==> config.mk <==
export PLATFORM = sky130hd
export DESIGN_NAME = miss_return_scheduler
export DESIGN_NICKNAME = d
export VERILOG_FILES = /design/src/rtl/miss_return_scheduler.sv
export SDC_FILE = /design/constraint.sdc
export NUM_CORES = 1
export LEC_CHECK = 0
export BUFFER_PORTS_ARGS = -buffer_cell sky130_fd_sc_hd__buf_2
export CAP_MARGIN = 20
export CORE_UTILIZATION = 60
export DETAILED_ROUTE_END_ITERATION = 7
export HOLD_SLACK_MARGIN = 0.03
export PLACE_DENSITY = 0.77
export SKIP_LAST_GASP = 1
export SYNTH_ARGS = -nofsm -noshare
export SYNTH_HDL_FRONTEND = slang
export SYNTH_SLANG_ARGS = --single-unit
==> constraint.sdc <==
create_clock -name clk -period 6.3 [get_ports clk]
set_input_delay 1.26 -clock clk [delete_from_list [all_inputs] [get_ports clk]]
set_output_delay 1.26 -clock clk [all_outputs]
set_load 0.05 [all_outputs]
==> src/rtl/miss_return_scheduler.sv <==
// Purpose: holds outstanding cache misses in countdown entries and returns each address once its latency expires.
// Latency: request accepted at edge k with latency L (0 treated as 1) is returned on addr_response after edge k+L.
// Backpressure: req_ready drops when every entry is valid; one return per cycle, ties resolved by lowest entry index.
// Optional feature: define MISS_SCHED_DEDUP_EN to merge requests whose address matches an outstanding entry.
module miss_return_scheduler #(
    parameter int ENTRIES = 8,
    parameter int ADDR_W  = 27,
    parameter int LAT_W   = 5
) (
    input  logic                           clk,
    input  logic                           reset,
    input  logic                           req_valid,
    input  logic [ADDR_W-1:0]              req_addr,
    input  logic [LAT_W-1:0]               req_latency,
    output logic                           req_ready,
    output logic [ADDR_W-1:0]              addr_response,
    output logic                           addr_response_valid,
    output logic [$clog2(ENTRIES+1)-1:0]   pending_count,
    output logic                           overflow
);

    localparam int IDX_W = $clog2(ENTRIES);
    localparam int CNT_W = $clog2(ENTRIES + 1);

    // Entry state
    logic [ENTRIES-1:0]             valid_q, valid_d;
    logic [ENTRIES-1:0][ADDR_W-1:0] addr_q, addr_d;
    logic [ENTRIES-1:0][LAT_W-1:0]  cnt_q, cnt_d;

    // Output registers
    logic [ADDR_W-1:0] addr_response_q, addr_response_d;
    logic              addr_response_valid_q, addr_response_valid_d;
    logic [CNT_W-1:0]  pending_count_q, pending_count_d;
    logic              overflow_q, overflow_d;

    // Selection results
    logic              alloc_found;
    logic [IDX_W-1:0]  alloc_idx;
    logic              iss_found;
    logic [IDX_W-1:0]  iss_idx;
    logic              merge_hit;
    logic              accept;
    logic              do_alloc;

    // Pick the lowest free entry for allocation and the lowest expired entry for issue.
    always_comb begin
        alloc_found = 1'b0;
        alloc_idx   = '0;
        iss_found   = 1'b0;
        iss_idx     = '0;
        for (int i = 0; i < ENTRIES; i++) begin
            if (!alloc_found && !valid_q[i]) begin
                alloc_found = 1'b1;
                alloc_idx   = IDX_W'(i);
            end
            if (!iss_found && valid_q[i] && (cnt_q[i] == '0)) begin
                iss_found = 1'b1;
                iss_idx   = IDX_W'(i);
            end
        end
    end

`ifdef MISS_SCHED_DEDUP_EN
    // Address match against outstanding entries; the entry leaving this edge cannot absorb a merge.
    always_comb begin
        merge_hit = 1'b0;
        for (int i = 0; i < ENTRIES; i++) begin
            if (valid_q[i] && (addr_q[i] == req_addr) &&
                !(iss_found && (iss_idx == IDX_W'(i)))) begin
                merge_hit = 1'b1;
            end
        end
    end
`else
    // Without merging every request needs its own entry.
    always_comb begin
        merge_hit = 1'b0;
    end
`endif

    // Handshake: ready depends only on current entry state (and the address when merging).
    always_comb begin
        req_ready = alloc_found || merge_hit;
        accept    = req_valid && req_ready;
        do_alloc  = accept && !merge_hit;
    end

    // Next entry state: countdown, free the issued entry, write the new request.
    always_comb begin
        valid_d = valid_q;
        addr_d  = addr_q;
        cnt_d   = cnt_q;
        for (int i = 0; i < ENTRIES; i++) begin
            if (valid_q[i] && (cnt_q[i] != '0)) begin
                cnt_d[i] = cnt_q[i] - LAT_W'(1);
            end
        end
        if (iss_found) begin
            valid_d[iss_idx] = 1'b0;
        end
        // A freshly written entry is always a previously free one, so it never
        // collides with the issued entry and its count is not decremented here.
        if (do_alloc) begin
            valid_d[alloc_idx] = 1'b1;
            addr_d[alloc_idx]  = req_addr;
            cnt_d[alloc_idx]   = (req_latency == '0) ? '0 : (req_latency - LAT_W'(1));
        end
    end

    // Next output state: response pulse, held address, occupancy, sticky overflow.
    always_comb begin
        addr_response_valid_d = iss_found;
        addr_response_d       = iss_found ? addr_q[iss_idx] : addr_response_q;
        overflow_d            = overflow_q || (req_valid && !req_ready);
        pending_count_d       = '0;
        for (int i = 0; i < ENTRIES; i++) begin
            pending_count_d = pending_count_d + CNT_W'(valid_d[i]);
        end
    end

    // State registers with synchronous reset; reset discards all in-flight misses.
    always_ff @(posedge clk) begin
        if (reset) begin
            valid_q               <= '0;
            addr_q                <= '0;
            cnt_q                 <= '0;
            addr_response_q       <= '0;
            addr_response_valid_q <= 1'b0;
            pending_count_q       <= '0;
            overflow_q            <= 1'b0;
        end else begin
            valid_q               <= valid_d;
            addr_q                <= addr_d;
            cnt_q                 <= cnt_d;
            addr_response_q       <= addr_response_d;
            addr_response_valid_q <= addr_response_valid_d;
            pending_count_q       <= pending_count_d;
            overflow_q            <= overflow_d;
        end
    end

    assign addr_response       = addr_response_q;
    assign addr_response_valid = addr_response_valid_q;
    assign pending_count       = pending_count_q;
    assign overflow            = overflow_q;

endmodule

* Word-level counts from Yosys, hierarchy flattened
Cells that the tools add are included.
** Word-level totals
- Word-level logic and storage cells :: 171
- Register bits :: 297
** Cells by class
- Bitwise logic cells :: 3
- Magnitude comparators :: 4
- Reduce and logical (&&, ||, !) cells :: 73
- Muxes and demuxes :: 54
- Add/subtract/negate cells :: 16
** Operators by type and width (count)
- $bwmux W216 :: 1
- $bmux W27 S3 :: 1
- $demux W27 S3 :: 1
- $mux W27 :: 2
- $mux W5 :: 10
- $logic_not A5 Y1 :: 9
- $sub A5 B1 Y5 const B :: 9
- $bwmux W40 :: 1
- $mux W40 :: 1
- $reduce_bool A5 Y1 :: 8
- $logic_and A1 B1 Y1 :: 34
- $mux W3 :: 11
- $logic_not A1 Y1 :: 21
- $mux W1 :: 20
- $add A4 B1 Y4 :: 4
- $mux W8 :: 2
- $demux W5 S3 :: 1
- $and A8 B8 Y8 :: 1
- $lt A3 B4 Y1 const B :: 2
- $not A8 Y8 :: 1
- $or A8 B8 Y8 :: 1
- $demux W1 S3 :: 2
- $ge A3 B1 Y1 const B :: 2
- $add A3 B1 Y4 :: 1
- other kinds (4) :: 4

* Depth between registers and ports, before layout
- Word-level depth :: 47
- Gate-level depth with buffers :: 20

* Worst setup path before layout
Ideal clock, no wire load.
- Kind :: input to register
- Start point :: input req_valid
- End point :: register pending_count_q[2], in the netlist pending_count[2]
- Stages on the path :: 14
- Path buffers :: 1
- Arrival :: 4.366 ns
- Library setup time :: 0.128 ns
- Setup slack :: 1.806 ns
- Cell sequence :: nand3_1 or3_1 clkbuf_1 o21ai_0 fa_1 fa_1 inv_1 fa_1 inv_1 ha_1 inv_1 fa_1 xor2_1 nor2_1
** RTL lines
- from (decl) :: line 12 : input logic req_valid,
- $logic_and A1 B1 Y1 :: line 84 : accept = req_valid && req_ready;
- $mux W8 :: line 103 : if (do_alloc) begin
- net valid_d[3] :: line 26 : logic [ENTRIES-1:0] valid_q, valid_d;
- $add A3 B1 Y4 :: line 117 : pending_count_d = pending_count_d + CNT_W'(valid_d[i]);
- $add A4 B1 Y4 (4 in a row) :: line 117
- to (signal assigned) :: line 137 : pending_count_q <= pending_count_d;
- to (decl) :: line 33 : logic [CNT_W-1:0] pending_count_q, pending_count_d;
The timed path passes the listed nets, and every way through them passes these cells.
A chain may end at the register's enable or synchronous reset.

* Final worst setup path
- Start point :: register cnt_q[5] in the netlist's numbering
- End point :: register pending_count_q[2], in the netlist pending_count[2]
** RTL lines
- from (decl) :: line 28 : logic [ENTRIES-1:0][LAT_W-1:0] cnt_q, cnt_d;
- from (signal assigned) :: line 134 : cnt_q <= cnt_d;
- $logic_not A5 Y1 (*) :: line 56 : if (!iss_found && valid_q[i] && (cnt_q[i] == '0)) begin
- $logic_and A1 B1 Y1 (*) :: line 56
- $mux W1 :: line 56
- $logic_not A1 Y1 :: line 56
- $logic_and A1 B1 Y1 (2 in a row) :: line 56
- $mux W1 :: line 56
- $logic_not A1 Y1 :: line 56
- $logic_and A1 B1 Y1 (2 in a row) :: line 56
- [... 21 more ...]
- $not A8 Y8 (no source line)
- $and A8 B8 Y8 (no source line)
- $mux W8 (*) :: line 98 : if (iss_found) begin
- $or A8 B8 Y8 (no source line)
- $mux W8 (*) :: line 103
- net valid_d[3] :: line 26
- $add A3 B1 Y4 (*) :: line 117
- $add A4 B1 Y4 (*) (4 in a row) :: line 117
Mark *: on every way through the listed nets, which the timed path passes. The rest lies on a longest branch.

==> impl_metrics.ini <==
[floorplan]
ios = 69
die-area_sq_um = 23100
initial_core_util_pct = 61.6
core_sq_um = 22000
die_x_um = 152
die_y_um = 152
num_rows = 54

[logic_synthesis]
async_flop_share_pct = 0
ys.flop_type = dfxtp_1
ys_seq_area_share_pct = 44.0
synth_area_leaders = dfxtp_1 (44%), nand2_1 (12%), a21oi_1 (7.6%), mux2i_1 (6.1%), nor2_1 (3.1%)
syn_nets = 1660
ys_ff_latch = 297
yosysMostFrequentCell = nand2_1
synthCells = 1607
syn-cell-area_sq_um = 13500
synth_edf_count = 0
syn_area_per_cell_sq_um = 8.42
synth_common_cells = nand2_1 (416), dfxtp_1 (297), a21oi_1 (205)
yosysTopAreaCell = dfxtp_1
synth_top_area_share_pct = 44.0
ys_types = 70
yosysWarnings = 0

[min_path]
whs_endpoint = addr_q[158]
hp-class = reg2reg
whs_path_depth = 2
min_from = addr_q[158]

[grt]
grt_overflow = 0
grt_max_degree = 181
antenna_found_initial = 1
grt_pass1_vias = 10800
grt_pass1_wl_mm = 56.2
grt.total_usage_pct = 29.9

[timing]
maxSlewHeadroom_pct = 21.9
hold_viol = 0
slew_violations = 0
setup_viol = 0
fmax_mhz = 227
fin_skew_ns = 0.0164
setup_tns_ns = 0
fin_crit_sh_pct = 69.8
period_minus_slack_ns = 4.40
holdWs_ns = 0.453
rsz0062_at_grt = no
worstMarginPinSlew_ns = 1.17

[worst_setup_path]
crit_path_cell_trace = inv_1 -> ha_1 -> or4b_4 -> or2_4 -> nand2_2 -> nor4_4 -> o21ai_0 -> fa_1 -> fa_1 -> inv_1 -> fa_1 -> inv_1 -> ha_1 -> inv_1 -> fa_1 -> xor2_1 -> nor2_1
slowest_delay_ns = 0.52
crit_path_start_kind = flop
reg2reg_slack_ns = 1.90
crit_arrival_ns = 4.81
reg2reg_depth = 17
endpoint_kind = flop
worstSetupPathType = reg2reg
slowest_stage = fa_1
reg2reg_from = cnt_q[5]
crit_fanout = 5
regToRegEndpoint = pending_count[2]
critPathRequiredTime_ns = 6.71

[cts]
ctsResizeCount = 0
root_buffer = clkbuf_16
cts_sinks = 297
cts_setup_buffers = 0
clkSlewWorstSetupHoldPaths_ns = 0.06
cts_made_buffers = 30
htree_levels = 1
clk_latency_ns = 0.56
cts_hold_buf = 0
cts_tree = yes
clock_path_buffers = 3

[placement]
place.gp.congestion = 0.869
port_buffers = 68
post-dp-hpwl_mm = 20.0

[status]
violations = DRC
outcome = finished with violations

[drt]
drt-initial-drc-count = 961
firstDrtPassIters = 7
via_per_inst = 5.98
ant_nets = 0
avgRoutedWirePerCell_um = 18.5
wl_mm = 34.9
route.detailed.drc = 24
via_count = 11300

[pwr]
p_per_area_nw_per_um2 = 306
p_leak_nw = 5.27
irDropWorstVdd_uv = 286

[finish]
seqCellArea_sq_um = 5950
layout.nets = 1633
nFillCells = 1803
syn_to_final_growth_pct = 8.97
layout-drive-gt1-share_pct = 12.0
multiInputGateArea_sq_um = 6680

[job]
max_cap_viol_count = 0
-- per-layer routing --
metal	track usage (%)	wire length, um
met5	0	0
met4	9.91	828
met3	4.22	2430
met2	49.7	16400
met1	40.1	15200
-- through the flow --
stage	power, mW	cells	utilization [%]	instance area [sq um]	setup WS [ns]
finish	4.50	1885	67.1	14700	1.90
global route	4.64	1884	67.1	14700	1.66
global placement	2.54	1826	61.9	13600	1.65
detailed placement	2.55	1826	61.9	13600	1.58
floorplan	2.44	1607	-	13500	1.81
CTS	4.52	1882	67.0	14700	1.90
-- worst max path at each step --
stage | from | to | slack (ns) | cells after the start
after floorplan | req_valid | pending_count[2] | 1.81 | 14
after global placement | req_valid | pending_count[2] | 1.65 | 14
after detailed placement | req_valid | pending_count[2] | 1.58 | 14
after CTS | cnt_q[5] | pending_count[2] | 1.90 | 17
after global routing | cnt_q[5] | pending_count[2] | 1.66 | 17
final | cnt_q[5] | pending_count[2] | 1.90 | 17
-- sequential cells by signal (all words and copies together) (netlist names) --
register             cells
addr_q                 216
pending_count            4
overflow                 1
addr_response           27
valid_q                  8
cnt_q                   40
addr_response_valid      1
-- worst max-delay path, delay by kind of cell, from the launching register on --
kind,cells,cell delay [ns]
adder cells (fa/ha/maj),6,2.14
AND/OR/NAND/NOR,5,1.05
flip-flops,1,0.33
AO/OA/AOI/OAI,1,0.32
buffers and inverters,4,0.27
XOR/XNOR,1,0.14
-- logic make-up (layout without fill, tap and decap cells) --
logic type | count (synthesis) | count (layout) | share of synthesized area [%]
and+or+nand+nor | 628 | 628 | 19.8
adders and majority gates | 18 | 18 | 1.89
xor gates and xnor gates | 27 | 27 | 1.75
muxes | 86 | 86 | 6.48
other | 0 | 1 | 0
AOI/OAI and AO/OA | 375 | 375 | 19.1
buffers and inverters | 176 | 173 | 7.10
DFF | 297 | 297 | 44.0
-- report_power, final --
| part | leakage [nW] | switching [mW] | internal [mW] |
|---|---|---|---|
| clock | 0.546 | 0.756 | 1.24 |
| combinational | 2.32 | 0.369 | 0.166 |
| sequential | 2.40 | 0.0366 | 1.94 |
-- area by class of cell --
cell class                      instances  area share [%]
Tap cell                              280            2.38
Antenna cell                            1          0.0170
Timing Repair Buffer                   89            3.63
Multi-Input combinational cell       1134            45.3
Clock inverter                         12            1.46
Clock buffer                           44            6.14
Inverter                               28           0.713
Sequential cell                       297            40.3
-- placed cells by master (no fill, tap or decap), drive strengths merged, types with 3 or more instances in the layout --
cell type,instances
nand2,418
dfxtp,297
a21oi,205
nor2,117
buf,89
mux2i,84
a211oi,62
clkbuf,44
nand3,36
inv,28
a221oi,27
o221a,27
a22o,27
xnor2,17
ha,14
o21ai,12
xor2,10
nor4,10
nor2b,7
bufinv,6
nand2b,6
or2,6
nor3,5
a31oi,4
fa,4
clkinv,4
nor4b,4
nor3b,3
Note: power is estimated with default switching activity, not from simulation.
